===== src/rtl/mem_port_arbiter.sv =====
// Unified memory port arbiter: shares one memory port between fetch and MEM.
// Ports: clock/reset; fetch req/addr -> inst/valid; data load/store type,
//   addr, wdata -> rdata/valid; stall_if/stall_mem; m_* memory handshake;
//   bus_error pulse and err_addr from the transaction watchdog.
module mem_port_arbiter #(
    parameter int TIMEOUT_CYCLES = 255
) (
    input  logic        clock,
    input  logic        reset,
    input  logic        if_req,
    input  logic [63:0] if_addr,
    output logic [31:0] if_inst,
    output logic        if_valid,
    input  logic [1:0]  d_load_type,
    input  logic [1:0]  d_store_type,
    input  logic [63:0] d_addr,
    input  logic [63:0] d_wdata,
    output logic [63:0] d_rdata,
    output logic        d_valid,
    output logic        stall_if,
    output logic        stall_mem,
    output logic        m_req,
    output logic        m_we,
    output logic [1:0]  m_size,
    output logic [63:0] m_addr,
    output logic [63:0] m_wdata,
    input  logic [63:0] m_rdata,
    input  logic        m_ack,
    output logic        bus_error,
    output logic [63:0] err_addr
);

    localparam logic [1:0] S_IDLE  = 2'd0;
    localparam logic [1:0] S_FETCH = 2'd1;
    localparam logic [1:0] S_DATA  = 2'd2;

    localparam int CW = $clog2(TIMEOUT_CYCLES + 1);
    // Counter holds the number of ack-less cycles already spent; the cycle
    // in which it reaches TIMEOUT-1 without ack is the last one allowed.
    localparam logic [CW-1:0] CNT_LAST = CW'(TIMEOUT_CYCLES - 1);

    logic [1:0]    state_q, state_d;
    logic          m_req_q, m_req_d;
    logic          m_we_q, m_we_d;
    logic [1:0]    m_size_q, m_size_d;
    logic [63:0]   m_addr_q, m_addr_d;
    logic [63:0]   m_wdata_q, m_wdata_d;
    logic [31:0]   if_inst_q, if_inst_d;
    logic [63:0]   d_rdata_q, d_rdata_d;
    logic          if_valid_q, if_valid_d;
    logic          d_valid_q, d_valid_d;
    logic          bus_error_q, bus_error_d;
    logic [63:0]   err_addr_q, err_addr_d;
    logic [CW-1:0] cnt_q, cnt_d;

    logic d_active;
    logic d_is_store;
    logic d_elig;
    logic f_elig;

    assign d_active   = (d_load_type != 2'd0) | (d_store_type != 2'd0);
    assign d_is_store = (d_store_type != 2'd0);
    // A requester in its valid cycle still shows the finished request.
    assign d_elig     = d_active & ~d_valid_q;
    assign f_elig     = if_req & ~if_valid_q;

    always_comb begin
        state_d     = state_q;
        m_req_d     = m_req_q;
        m_we_d      = m_we_q;
        m_size_d    = m_size_q;
        m_addr_d    = m_addr_q;
        m_wdata_d   = m_wdata_q;
        if_inst_d   = if_inst_q;
        d_rdata_d   = d_rdata_q;
        if_valid_d  = 1'b0;
        d_valid_d   = 1'b0;
        bus_error_d = 1'b0;
        err_addr_d  = err_addr_q;
        cnt_d       = cnt_q;

        case (state_q)
            S_IDLE: begin
                if (d_elig) begin
                    state_d   = S_DATA;
                    m_req_d   = 1'b1;
                    m_we_d    = d_is_store;
                    m_size_d  = d_is_store ? d_store_type : d_load_type;
                    m_addr_d  = d_addr;
                    m_wdata_d = d_wdata;
                    cnt_d     = '0;
                end else if (f_elig) begin
                    state_d   = S_FETCH;
                    m_req_d   = 1'b1;
                    m_we_d    = 1'b0;
                    m_size_d  = 2'd2;
                    m_addr_d  = if_addr;
                    m_wdata_d = 64'd0;
                    cnt_d     = '0;
                end
            end
            S_FETCH, S_DATA: begin
                if (m_ack) begin
                    state_d = S_IDLE;
                    m_req_d = 1'b0;
                    if (state_q == S_FETCH) begin
                        if_inst_d  = m_rdata[31:0];
                        if_valid_d = 1'b1;
                    end else begin
                        d_rdata_d = m_we_q ? 64'd0 : m_rdata;
                        d_valid_d = 1'b1;
                    end
                end else if (cnt_q == CNT_LAST) begin
                    state_d     = S_IDLE;
                    m_req_d     = 1'b0;
                    bus_error_d = 1'b1;
                    err_addr_d  = m_addr_q;
                    if (state_q == S_FETCH) begin
                        if_inst_d  = 32'd0;
                        if_valid_d = 1'b1;
                    end else begin
                        d_rdata_d = 64'd0;
                        d_valid_d = 1'b1;
                    end
                end else begin
                    cnt_d = cnt_q + CW'(1);
                end
            end
            default: begin
                state_d = S_IDLE;
                m_req_d = 1'b0;
            end
        endcase
    end

    always_ff @(posedge clock) begin
        if (reset) begin
            state_q     <= S_IDLE;
            m_req_q     <= 1'b0;
            m_we_q      <= 1'b0;
            m_size_q    <= 2'd0;
            m_addr_q    <= 64'd0;
            m_wdata_q   <= 64'd0;
            if_inst_q   <= 32'd0;
            d_rdata_q   <= 64'd0;
            if_valid_q  <= 1'b0;
            d_valid_q   <= 1'b0;
            bus_error_q <= 1'b0;
            err_addr_q  <= 64'd0;
            cnt_q       <= '0;
        end else begin
            state_q     <= state_d;
            m_req_q     <= m_req_d;
            m_we_q      <= m_we_d;
            m_size_q    <= m_size_d;
            m_addr_q    <= m_addr_d;
            m_wdata_q   <= m_wdata_d;
            if_inst_q   <= if_inst_d;
            d_rdata_q   <= d_rdata_d;
            if_valid_q  <= if_valid_d;
            d_valid_q   <= d_valid_d;
            bus_error_q <= bus_error_d;
            err_addr_q  <= err_addr_d;
            cnt_q       <= cnt_d;
        end
    end

    assign m_req     = m_req_q;
    assign m_we      = m_we_q;
    assign m_size    = m_size_q;
    assign m_addr    = m_addr_q;
    assign m_wdata   = m_wdata_q;
    assign if_inst   = if_inst_q;
    assign d_rdata   = d_rdata_q;
    assign if_valid  = if_valid_q;
    assign d_valid   = d_valid_q;
    assign bus_error = bus_error_q;
    assign err_addr  = err_addr_q;
    assign stall_if  = if_req & ~if_valid_q;
    assign stall_mem = d_active & ~d_valid_q;

endmodule

===== config.mk =====
export PLATFORM = sky130hd
export DESIGN_NAME = mem_port_arbiter
export DESIGN_NICKNAME = d
export VERILOG_FILES = /design/src/rtl/mem_port_arbiter.sv
export SDC_FILE = /design/constraint.sdc
export NUM_CORES = 1
export LEC_CHECK = 0
export CAP_MARGIN = 20
export CORE_AREA = 8 8 211 213
export CTS_BUF_LIST = sky130_fd_sc_hd__clkbuf_4 sky130_fd_sc_hd__clkbuf_8
export CTS_CLUSTER_DIAMETER = 50
export DETAILED_ROUTE_END_ITERATION = 10
export DIE_AREA = 0 0 219 221
export PLACE_DENSITY = 0.61
export SLEW_MARGIN = 20
export SYNTH_ARGS = -nofsm -noshare
export SYNTH_HDL_FRONTEND = slang
export SYNTH_SLANG_ARGS = --single-unit

===== constraint.sdc =====
create_clock -name clock -period 2.1 [get_ports clock]
set_input_delay 0.42 -clock clock [delete_from_list [all_inputs] [get_ports clock]]
set_output_delay 0.42 -clock clock [all_outputs]
set_load 0.005 [all_outputs]

Word level (Yosys, flattened, before mapping)

Index checks and enable logic that the tools add are counted.

Add/subtract/negate cells: 1
Eq/ne operators: 7
Muxes and demuxes: 40
Bitwise operators: 8
Reduce and logical (&&, ||, !) cells: 15

Operators with widths:

| operator              | number |
|---|---|
| $mux W64              | 9 |
| $mux W32              | 4 |
| $mux W8               | 4 |
| $pmux W8 S2           | 1 |
| $mux W2               | 7 |
| $mux W1               | 13 |
| $reduce_bool A2 Y1    | 5 |
| $reduce_and A3 Y1     | 3 |
| $add A8 B1 Y8 const B | 1 |
| $eq A8 B8 Y1 const B  | 1 |
| $ne A3 B3 Y1 const B  | 2 |
| $not A1 Y1            | 5 |
| $ne A2 B2 Y1 const B  | 2 |
| $pmux W2 S2           | 1 |
| $reduce_and A2 Y1     | 2 |
| $reduce_and A4 Y1     | 1 |
| $reduce_or A2 Y1      | 2 |
| $reduce_or A3 Y1      | 1 |
| $and A1 B1 Y1         | 2 |
| $eq A2 B1 Y1 const B  | 1 |
| $eq A2 B2 Y1 const B  | 1 |
| $logic_not A2 Y1      | 1 |
| $pmux W1 S2           | 1 |
| $or A1 B1 Y1          | 1 |

Register bits after elaboration: 305

Depth between registers and ports, before layout

Depth after elaboration: 5
Gate-level depth with buffers: 9
Depth with buffers taken out: 6

Worst setup path after synthesis

No wires, ideal clock.

Kind: reg-to-reg
From: register state_q[0]
To: register cnt_q[5]
Setup time: 0.074 ns
Data arrival time: 1.851 ns
Data required time: 2.026 ns
Setup slack: 0.175 ns
Cell stages (with the launch flop): 8
Path buffers: 1
Period minus slack after synthesis: 1.925 ns
Cell sequence: dfxtp_1 inv_1 ha_1 clkbuf_1 nand2b_1 a2111o_1 or3_1 a31oi_1

Longest elaborated chain between the ends: 4
Elaborated cells on any way between the ends: 10

RTL lines:

| item                                                                | RTL line | source |
|---|---|---|
| from (decl)                                                         | 42       | `logic [1:0] state_q, state_d;` |
| from (signal assigned)                                              | 152      | `state_q <= state_d;` |
| $eq A2 B1 Y1 or $eq A2 B2 Y1 (tied branches)                        | 82       | `case (state_q)` |
| $reduce_or A2 Y1                                                    | 82       |  |
| $ne A2 B2 Y1 (no source line) or $reduce_bool A2 Y1 (tied branches) | -        |  |
| $reduce_and A4 Y1 (no source line)                                  | -        |  |
| to (signal assigned)                                                | 164      | `cnt_q <= cnt_d;` |
| to (decl)                                                           | 54       | `logic [CW-1:0] cnt_q, cnt_d;` |

Several ways; a longest one is shown, not always the timed one.
A chain may end at the register's enable or synchronous reset.

Final worst setup path

From: register err_addr_q[1], in the netlist err_addr[1]
To: output port err_addr[1]

RTL lines:

| item                   | RTL line | source |
|---|---|---|
| from (decl)            | 53       | `logic [63:0] err_addr_q, err_addr_d;` |
| from (signal assigned) | 163      | `err_addr_q <= err_addr_d;` |
| to (decl)              | 30       | `output logic [63:0] err_addr` |

No word-level cell between the ends.

==> flow_summary_export.csv <==
group,metric,value,unit
global_routing,grt_max_degree,98,
cells_and_area,nFillCells,3955,
power,leakagePower,7.11,nW
clocking,tritoncts.num_buffers,55,
clocking,htree_levels,2,
worst_setup_path,path_max_fanout,2,
worst_hold_path,hold_path_class,"in2reg",
cells_and_area,drive_gt1_share,12.0,%
yosys,ys_ff_latch,305,
power,total_power,0.0171,W
yosys,syn-num-nets,1683,
floorplanning,die_w,219,um
worst_setup_path,worst-setup-path-type,"reg2out",
detailed_routing,routed_wirelength,53.1,mm
sta,worst_pin_slew,0.659,ns
clocking,clock_latency,0.64,ns
yosys,synth.distinct_cells,43,
floorplanning,die_y,221,um
clocking,clock_path_buffers,3,
sta,setup_violations,0,
worst_setup_path,required,1.68,ns
placement,dpl.hpwl,38.4,mm
placement,io_buffer_count,560,
power,powerDensity,857,mW/mm^2
sta,finalHoldViolations,0,
cells_and_area,final_net_count,2229,
worst_setup_path,cp_slowest_cell,"clkdlybuf4s50_1",
clocking,cts_tree,"built",
global_routing,overflow,0,
cells_and_area,layout_common_cells,"clkdlybuf4s50_1 (551), dfxtp_1 (303), nand2_1 (295)",
cells_and_area,fin_cells,2546,
floorplanning,ios,561,
worst_setup_path,slowest_delay,0.56,ns
detailed_routing,ant_nets,0,
floorplanning,row_count,75,
worst_setup_path,worstPathArrival,1.58,ns
placement,gp_congestion,0.871,
yosys,seq_area_frac_synth,49.8,%
detailed_routing,drtIter0Drc,864,
sta,skew,0.0309,ns
yosys,synth_area_per_cell,8.66,um^2
detailed_routing,drt-vias-per-instance,5.01,
yosys,synth_warnings,0,
yosys,synth_cells,1415,
floorplanning,die_area,0.0484,mm^2
clocking,cts.sinks,305,
detailed_routing,avgRoutedWirePerCell,20.9,um
clocking,cts.clk_slew.worst_paths,0.06,ns
global_routing,track_usage,20.8,%
worst_setup_path,cp-end-kind,"primary output",
power,peakVddDrop,0.517,mV
sta,fin_crit,2.00,ns
cells_and_area,areaGrowthSynthToFinish,63.1,%
global_routing,antenna_found_initial,7,
floorplanning,start_util,29.7,%
run,maxCapViolCount,0,
worst_setup_path,crit_family,"buffers and inverters",
sta,finalCritPeriodShare,95.4,%
cells_and_area,final_common_cell,"clkdlybuf4s50_1",
clocking,cts_hold_buf,0,
worst_setup_path,startpoint_type,"flip-flop",
sta,clock.fmax,499,MHz
sta,rsz0062_at_grt,"false",
sta,slew_violations,0,
placement,place_inst,2439,
yosys,syn_area,0.0123,mm^2
status,status,"complete, no violations",
sta,whs,0.109,ns
detailed_routing,first_pass_iters,7,
worst_setup_path,path_cells,"clkdlybuf4s50_1",
global_routing,first_global_vias,13040,
detailed_routing,num_vias,12759,
global_routing,grt_pass1_wl,79.7,mm
floorplanning,core,0.0413,mm^2
detailed_routing,drc,0,
sta,relSlewSlack,56.1,%
worst_setup_path,crit_buf_inv,1,
clocking,cts-root-buf,"clkbuf_8",
-- cell usage after synthesis (all sizes together) --
library cell | number | share of area, %
nor3 | 5 | 0.24
or3 | 2 | 0.10
buf | 41 | 2.1
and4 | 1 | 0.071
a31oi | 3 | 0.15
and3 | 1 | 0.051
nand2b | 39 | 2.0
nor4 | 1 | 0.10
nor2b | 3 | 0.15
mux2i | 32 | 2.6
or4 | 2 | 0.15
nor3b | 1 | 0.10
o31ai | 2 | 0.12
o32ai | 1 | 0.071
o21a | 1 | 0.061
nor2 | 7 | 0.23
a21oi | 238 | 9.8
nand3 | 8 | 0.33
a22o | 32 | 2.3
o41ai | 1 | 0.071
a221oi | 2 | 0.14
ha | 4 | 0.41
nand2 | 295 | 9.0
clkbuf | 102 | 3.1
nand4 | 34 | 1.7
o21ba | 1 | 0.082
dfxtp | 305 | 50
inv | 8 | 0.24
o211ai | 1 | 0.061
a2111o | 1 | 0.092
o21ai | 172 | 7.0
a211oi | 2 | 0.16
a311oi | 67 | 7.3
-- per-stage QoR --
step	TNS [ns]	setup slack, ns	area [um^2]	utilization (%)
2_1_floorplan	0	0.175	12300	-
3_3_place_gp	-37.05	-0.329	18800	45.5
3_5_place_dp	-43.72	-0.395	18800	45.5
4_1_cts	0	0.00886	20000	48.4
5_1_grt	0	0.00897	20000	48.4
6_report	0	0.0958	20000	48.4
-- per-layer routing --
layer / vias up / wire length [um] / share of wire, % / GRT usage [%]
met5: - / 0 / 0 / 0
met4: 0 / 2180 / 4.1 / 9.90
met1: 6005 / 20800 / 39 / 23.7
met3: 116 / 4640 / 8.7 / 6.70
li1: 6109 / - / - / -
met2: 529 / 25500 / 48 / 34.7
-- registers in the layout, indices dropped and copies added (netlist names) --
signal / count
m_wdata: 64
state_q: 2
if_inst: 32
m_size: 2
cnt_q: 8
m_req: 1
m_we: 1
d_rdata: 64
if_valid: 1
d_valid: 1
bus_error: 1
m_addr: 64
err_addr: 64
-- cell families (layout without fill, tap and decap cells) --
family          after synthesis  after routing  synth area share, %
compound gates              524            524                 27.4
fa+ha+maj                     4              4                0.408
buf+inv                     151            736                 5.44
flops                       305            305                 49.8
mux                          32             32                 2.61
other cells                   0              7                    0
simple gates                399            399                 14.3
-- final timing paths --
kind	slack (ns)	start	depth (start not counted)	endpoint
max	0.1	err_addr[1]	1	err_addr[1]
min	0.11	reset	2	if_inst[13]
max reg2reg	0.13	cnt_q[0]	6	cnt_q[5]
min reg2reg	0.45	err_addr[9]	2	err_addr[9]
-- cell type report --
cell class,count,area [um^2],share of cell area (%)
Timing Repair Buffer,632,6420,32.1
Sequential cell,305,6110,30.6
Multi-Input combinational cell,959,5570,27.9
Clock buffer,88,1100,5.53
Tap cell,539,674,3.37
Clock inverter,8,61.3,0.307
Inverter,8,30.0,0.150
Antenna cell,7,17.5,0.0876
-- power breakdown --
part           switching, W  internal (W)  leakage (nW)
Sequential         0.000401       0.00636          2.49
Clock               0.00257       0.00333         0.617
Combinational       0.00217       0.00232          4.00
-- repair_timing --
item	in CTS	in global routing
buffers inserted	4	0
gates resized for setup	10	4
endpoints found under the setup margin	38	17
pin swaps	1	3
Power figures use the tool's default switching activity.
